===== config.mk =====
export PLATFORM = sky130hd
export DESIGN_NAME = mac_multiplier
export DESIGN_NICKNAME = d
export VERILOG_FILES = /design/src/rtl/mac_pkg.sv /design/src/rtl/shift_add_step.sv /design/src/rtl/mac_multiplier.sv
export SDC_FILE = /design/constraint.sdc
export NUM_CORES = 1
export LEC_CHECK = 0
export CAP_MARGIN = 5
export CELL_PAD_IN_SITES_DETAIL_PLACEMENT = 2
export CELL_PAD_IN_SITES_GLOBAL_PLACEMENT = 2
export CORE_MARGIN = 1
export CORE_UTILIZATION = 37
export DETAILED_ROUTE_END_ITERATION = 6
export HOLD_SLACK_MARGIN = 0.15
export PLACE_DENSITY = 0.83
export SYNTH_ARGS = -nofsm -noshare
export SYNTH_HDL_FRONTEND = slang
export SYNTH_HIERARCHICAL = 1
export SYNTH_SLANG_ARGS = --single-unit

===== constraint.sdc =====
create_clock -name clk -period 10 [get_ports clk]
set_clock_uncertainty 0.15 [all_clocks]
set_input_delay 1.5 -clock clk [delete_from_list [all_inputs] [get_ports clk]]
set_output_delay 1.5 -clock clk [all_outputs]
set_load 0.005 [all_outputs]

===== src/rtl/mac_pkg.sv =====
`default_nettype none
// ============================================================================
// Module      : mac_pkg
// Description : Shared state encoding and result-narrowing helper for the
//               running-product multiplier.
// Revision    : 1.0 - initial release
// ============================================================================
package mac_pkg;

    // Widest accumulator the helper function can narrow.
    localparam int C_MAX_WIDTH = 64;

    typedef logic [2*C_MAX_WIDTH-1:0] wide_t;

    typedef enum logic [1:0] {
        IDLE = 2'd0,
        MULT = 2'd1,
        DONE = 2'd2
    } mac_state_e;

    // Narrow a double-width product to `width` bits: plain truncation, or
    // clamp to all-ones when `sat` is set and the upper half is non-zero.
    function automatic wide_t sat_trunc(input wide_t       partial,
                                        input int unsigned width,
                                        input logic        sat);
        wide_t w_mask;
        wide_t w_low;
        w_mask = (wide_t'(1) << width) - wide_t'(1);
        w_low  = partial & w_mask;
        if (sat && ((partial >> width) != '0)) begin
            w_low = w_mask;
        end
        return w_low;
    endfunction

endpackage
`default_nettype wire


===== src/rtl/shift_add_step.sv =====
`default_nettype none
// ============================================================================
// Module      : shift_add_step
// Description : One iteration of the shift-add multiplier: conditionally adds
//               the accumulator shifted by the bit position to the partial.
// Revision    : 1.0 - initial release
// ============================================================================
module shift_add_step #(
    parameter int WIDTH = 8,
    parameter int CNT_W = 4
) (
    input  logic [2*WIDTH-1:0] i_partial,
    input  logic [WIDTH-1:0]   i_acc,
    input  logic               i_bit,
    input  logic [CNT_W-1:0]   i_cnt,
    output logic [2*WIDTH-1:0] o_partial_next
);

    logic [2*WIDTH-1:0] w_addend;

    // Add acc<<cnt when the current multiplier bit is set.
    always_comb begin
        w_addend = '0;
        if (i_bit) begin
            w_addend = {{WIDTH{1'b0}}, i_acc} << i_cnt;
        end
        o_partial_next = i_partial + w_addend;
    end

endmodule
`default_nettype wire


===== src/rtl/mac_multiplier.sv =====
`default_nettype none
// ============================================================================
// Module      : mac_multiplier
// Description : Running-product unit, acc <= acc * operand per accepted
//               operand, computed over WIDTH shift-add cycles with
//               valid/ready intake, wrap or saturate narrowing and a sticky
//               overflow flag.
// Revision    : 1.0 - initial release
// ============================================================================
module mac_multiplier
    import mac_pkg::*;
#(
    parameter int               WIDTH    = 8,
    parameter logic [WIDTH-1:0] INIT     = WIDTH'(1),
    parameter int               SATURATE = 0
) (
    input  logic             clk,
    input  logic             rst,
    input  logic             in_valid,
    output logic             in_ready,
    input  logic [WIDTH-1:0] in_operand,
    input  logic             in_clear,
    output logic [WIDTH-1:0] out_value,
    output logic             out_valid,
    output logic             busy,
    output logic             overflow
);

    localparam int C_CNT_W = $clog2(WIDTH + 1);

    if (WIDTH < 2 || WIDTH > C_MAX_WIDTH) begin : g_bad_width
        $error("mac_multiplier: WIDTH out of supported range");
    end

    mac_state_e           r_state;
    mac_state_e           w_state_next;
    logic [WIDTH-1:0]     r_acc;
    logic [WIDTH-1:0]     r_operand;
    logic [2*WIDTH-1:0]   r_partial;
    logic [C_CNT_W-1:0]   r_cnt;
    logic                 r_overflow;

    logic                 w_accept;
    logic                 w_last;
    logic                 w_upper_nz;
    logic [2*WIDTH-1:0]   w_partial_next;
    logic [WIDTH-1:0]     w_result;

    // Clear takes priority over a same-cycle operand, so ready drops with it.
    assign in_ready   = (r_state == IDLE) && !in_clear;
    assign w_accept   = in_valid && in_ready;
    assign w_last     = (r_cnt == C_CNT_W'(WIDTH - 1));
    assign w_upper_nz = |w_partial_next[2*WIDTH-1:WIDTH];
    assign w_result   = WIDTH'(sat_trunc(wide_t'(w_partial_next), WIDTH, SATURATE != 0));

    assign out_value  = r_acc;
    assign out_valid  = (r_state == DONE);
    assign busy       = (r_state != IDLE);
    assign overflow   = r_overflow;

    // The operand register shifts right each MULT cycle, so its LSB is
    // always multiplier bit[cnt].
    shift_add_step #(
        .WIDTH (WIDTH),
        .CNT_W (C_CNT_W)
    ) u_step (
        .i_partial      (r_partial),
        .i_acc          (r_acc),
        .i_bit          (r_operand[0]),
        .i_cnt          (r_cnt),
        .o_partial_next (w_partial_next)
    );

    // State register.
    always_ff @(posedge clk) begin
        if (rst) begin
            r_state <= IDLE;
        end else begin
            r_state <= w_state_next;
        end
    end

    // Next-state: accept -> WIDTH multiply cycles -> one result cycle; clear aborts.
    always_comb begin
        w_state_next = r_state;
        case (r_state)
            IDLE:    if (w_accept) w_state_next = MULT;
            MULT:    if (w_last)   w_state_next = DONE;
            DONE:    w_state_next = IDLE;
            default: w_state_next = IDLE;
        endcase
        if (in_clear) begin
            w_state_next = IDLE;
        end
    end

    // Datapath: operand capture, iterative accumulation and result commit.
    always_ff @(posedge clk) begin
        if (rst) begin
            r_acc      <= INIT;
            r_overflow <= 1'b0;
            r_operand  <= '0;
            r_partial  <= '0;
            r_cnt      <= '0;
        end else if (in_clear) begin
            r_acc      <= INIT;
            r_overflow <= 1'b0;
        end else begin
            case (r_state)
                IDLE: begin
                    if (w_accept) begin
                        r_operand <= in_operand;
                        r_partial <= '0;
                        r_cnt     <= '0;
                    end
                end
                MULT: begin
                    r_partial <= w_partial_next;
                    r_cnt     <= r_cnt + C_CNT_W'(1);
                    r_operand <= {1'b0, r_operand[WIDTH-1:1]};
                    if (w_last) begin
                        r_acc      <= w_result;
                        r_overflow <= r_overflow | w_upper_nz;
                    end
                end
                default: ;
            endcase
        end
    end

endmodule
`default_nettype wire


==> out/qor.csv <==
stage,metric,value,unit
synth,ys_warn_count,6,
clocking,cts.htree.levels,2,
clocking,clock_latency,310,ps
synth,synth_edf_count,0,
clocking,cts-root-buf,clkbuf_8,
layout,final_layout_size_suffix_gt1_frac,0.0743,
clocking,clkTransAtPathRegs,90,ps
critical_path,worstPathArrival,4400,ps
routing,ant_nets,0,
floorplan,io_pins,24,
clocking,clock_path_buffers,2,
pwr,p_int,0.000244,W
floorplan,core_area,7290,sq um
layout,area_delta_synth_final,14.2,%
global_routing,grt_first_pass_wirelength,15500,um
synth,synth_area_leader_cell,dfxtp_1,
timing,fin_setup_tns,0,ps
critical_path,r2r-start,r_cnt[0]$_SDFFE_PP0P_,
floorplan,die_h,89.1,um
routing,viasPerCell,5.97,
place,dpl_cell_area,3090,sq um
routing,route.detailed.drc,0,
timing,setup_viol_count_final,0,
layout,antenna_cells,0,
clocking,cts_tree,yes,
floorplan,die_w,89.1,um
pwr,p_switching,0.0000880,W
layout,final_design_area_no_fill,3200,sq um
critical_path,startpoint_type,flip-flop,
global_routing,grt_max_degree,34,
layout,multi_input_area,1890,sq um
synth,synth_nets,396,
critical_path,regToRegSetupSlack,5650,ps
pwr,p_seq_frac,0.485,
global_routing,antenna_found_initial,0,
floorplan,start_util,0.385,
synth,yosysSeqAreaShare,0.278,
timing,final-max-slew-violation-count,0,
synth,async_flop_share,0,
synth,ys_ff_latch,39,
critical_path,required,10050,ps
critical_path,critPathLaunch,r_cnt[0]$_SDFFE_PP0P_,
global_routing,grtUsageTotal,0.260,
critical_path,critical_path.endpoint_type,flip-flop,
layout,layout.nets,405,
timing,period_minus_slack,4350,ps
place,gp_congestion,0.800,
pwr,pwr-share-comb,0.095,
clocking,cts.sinks,39,
synth,avgSynthCellArea,7.65,sq um
place,numPortBuffers,23,
pwr,swShare,0.265,
synth,synth.area.top_cells,"dfxtp_1 (28%), a21oi_1 (9.6%), ha_1 (7.1%)",
worst_hold_path,hold_start,r_partial[4]$_SDFFE_PP0P_,
synth,yosysTopAreaCellShare,0.278,
timing,tightestPinTransition,746,ps
floorplan,row_count,31,
synth,yosysUniqueCellTypes,51,
layout,nFillCells,885,
timing,rsz0062_at_grt,no,
clocking,cts_buffers,5,
timing,hold_viol_final,0,
routing,postRouteWirelength,9950,um
pwr,p_clk_frac,0.420,
synth,netlist_top_cells_count,"a21oi_1 (54), dfxtp_1 (39), o21ai_0 (34), nand2_1 (31), clkbuf_1 (20)",
critical_path,cp_max_fo,15,
synth,syn_inst,367,
clocking,post_cts_resized,0,
pwr,p_per_area,104,nW/um^2
outcome,run_status,finished clean,
routing,vias,2840,
pwr,power_leakage,1.15,nW
critical_path,path_class,reg -> reg,
synth,ys.flop_type,dfxtp_1,
run,maxCapViolCount,0,
routing,wl_per_cell,20.9,um
pwr,vdd_drop_max,0.0513,mV
place,dp_hpwl,6790,um
worst_hold_path,min_path_type,reg -> reg,
floorplan,die_area,7940,sq um
global_routing,grt_pass1_vias,2943,
clocking,cts_setup_buffers,0,
synth,synth.cell_area,2810,sq um
timing,min_period_over_period,0.435,
routing,drt-initial-drc-count,153,
global_routing,grt-ovfl-total,0,
routing,drt-pass1-iter-count,4,
layout,seq_area,781,sq um
clocking,hold_buffers,0,
timing,slew_headroom,0.503,
synth,yosysMostFrequentCell,a21oi_1,
timing,fmax,230,MHz
[power by group through the flow]
stage	clock network, W	registers (W)	logic [W]
after global placement	0	0.000165	0.0000296
after global routing	0.000150	0.000162	0.0000335
after floorplan	0	0.000163	0.0000193
final	0.000140	0.000161	0.0000315
after detailed placement	0	0.000165	0.0000310
after CTS	0.000143	0.000161	0.0000314
[path summary, 6_finish.rpt]
| kind | end | cells after the start |
|---|---|---|
| max | overflow$_SDFFE_PP0P_ | 14 |
| min | r_partial[4]$_SDFFE_PP0P_ | 2 |
| max reg2reg | overflow$_SDFFE_PP0P_ | 14 |
| min reg2reg | r_partial[4]$_SDFFE_PP0P_ | 2 |
[critical path, cell delays in order, from the launching register on]
cell and delay (ps):
dfxtp_1 750, mux2i_1 320, mux2i_1 140, mux2_2 330, nor2b_1 140, ha_1 330, a21oi_1 300, o22ai_1 130
a21oi_1 340, nor2_1 170, nor2_1 170, xnor2_1 100, nor4_1 490, nand2_1 140, a22o_1 220
[registers in the layout (all words and copies together) (netlist names)]
signal     flops
out_value      8
overflow       1
r_cnt          4
r_state        2
r_operand      8
r_partial     16
[placed cells by master (no fill, tap or decap), types with 9 or more instances in the layout]
cell,Yosys,final
xnor2_1,12,12
nor2_1,19,19
nand2_1,31,31
ha_1,16,16
nand4_1,18,18
nor2b_1,12,11
a21oi_1,54,54
dfxtp_1,39,39
nand3_1,13,13
clkdlybuf4s50_1,0,23
o21ai_0,34,34
mux2i_1,9,9
[area by class of cell]
cell class              count  area share
repair buffers             28      0.0836
multi-input cells         295       0.590
inverters                   7     0.00820
clock inverters             3      0.0144
flip-flops and latches     39       0.244
well taps                  99      0.0387
clock buffers               5      0.0215
[through the flow]
stage	total power (W)	hold slack (ps)	util	worst slack, ps	cells
6_report	0.000332	337	0.439	5650	476
5_1_grt	0.000345	367	0.439	5330	476
4_1_cts	0.000335	339	0.439	5640	476
3_5_place_dp	0.000196	323	0.424	5730	468
3_3_place_gp	0.000194	313	0.424	5750	468
2_1_floorplan	0.000182	304	-	6460	367
[metal layers]
metal	global-route usage	part of all wire
met5	0	0
met2	0.463	0.51
met4	0.0707	0.013
met3	0.0305	0.025
met1	0.332	0.45
[cell families (layout without fill, tap and decap cells)]
kind of cell	count (synthesis)	after routing	share of synthesized area
buf+inv	33	43	0.0490
simple gates	127	127	0.237
mux	15	15	0.0602
xor+xnor	15	15	0.0495
fa+ha+maj	17	17	0.0785
flops	39	39	0.278
compound gates	121	121	0.247
No activity file was read; power rests on OpenSTA's default activity.
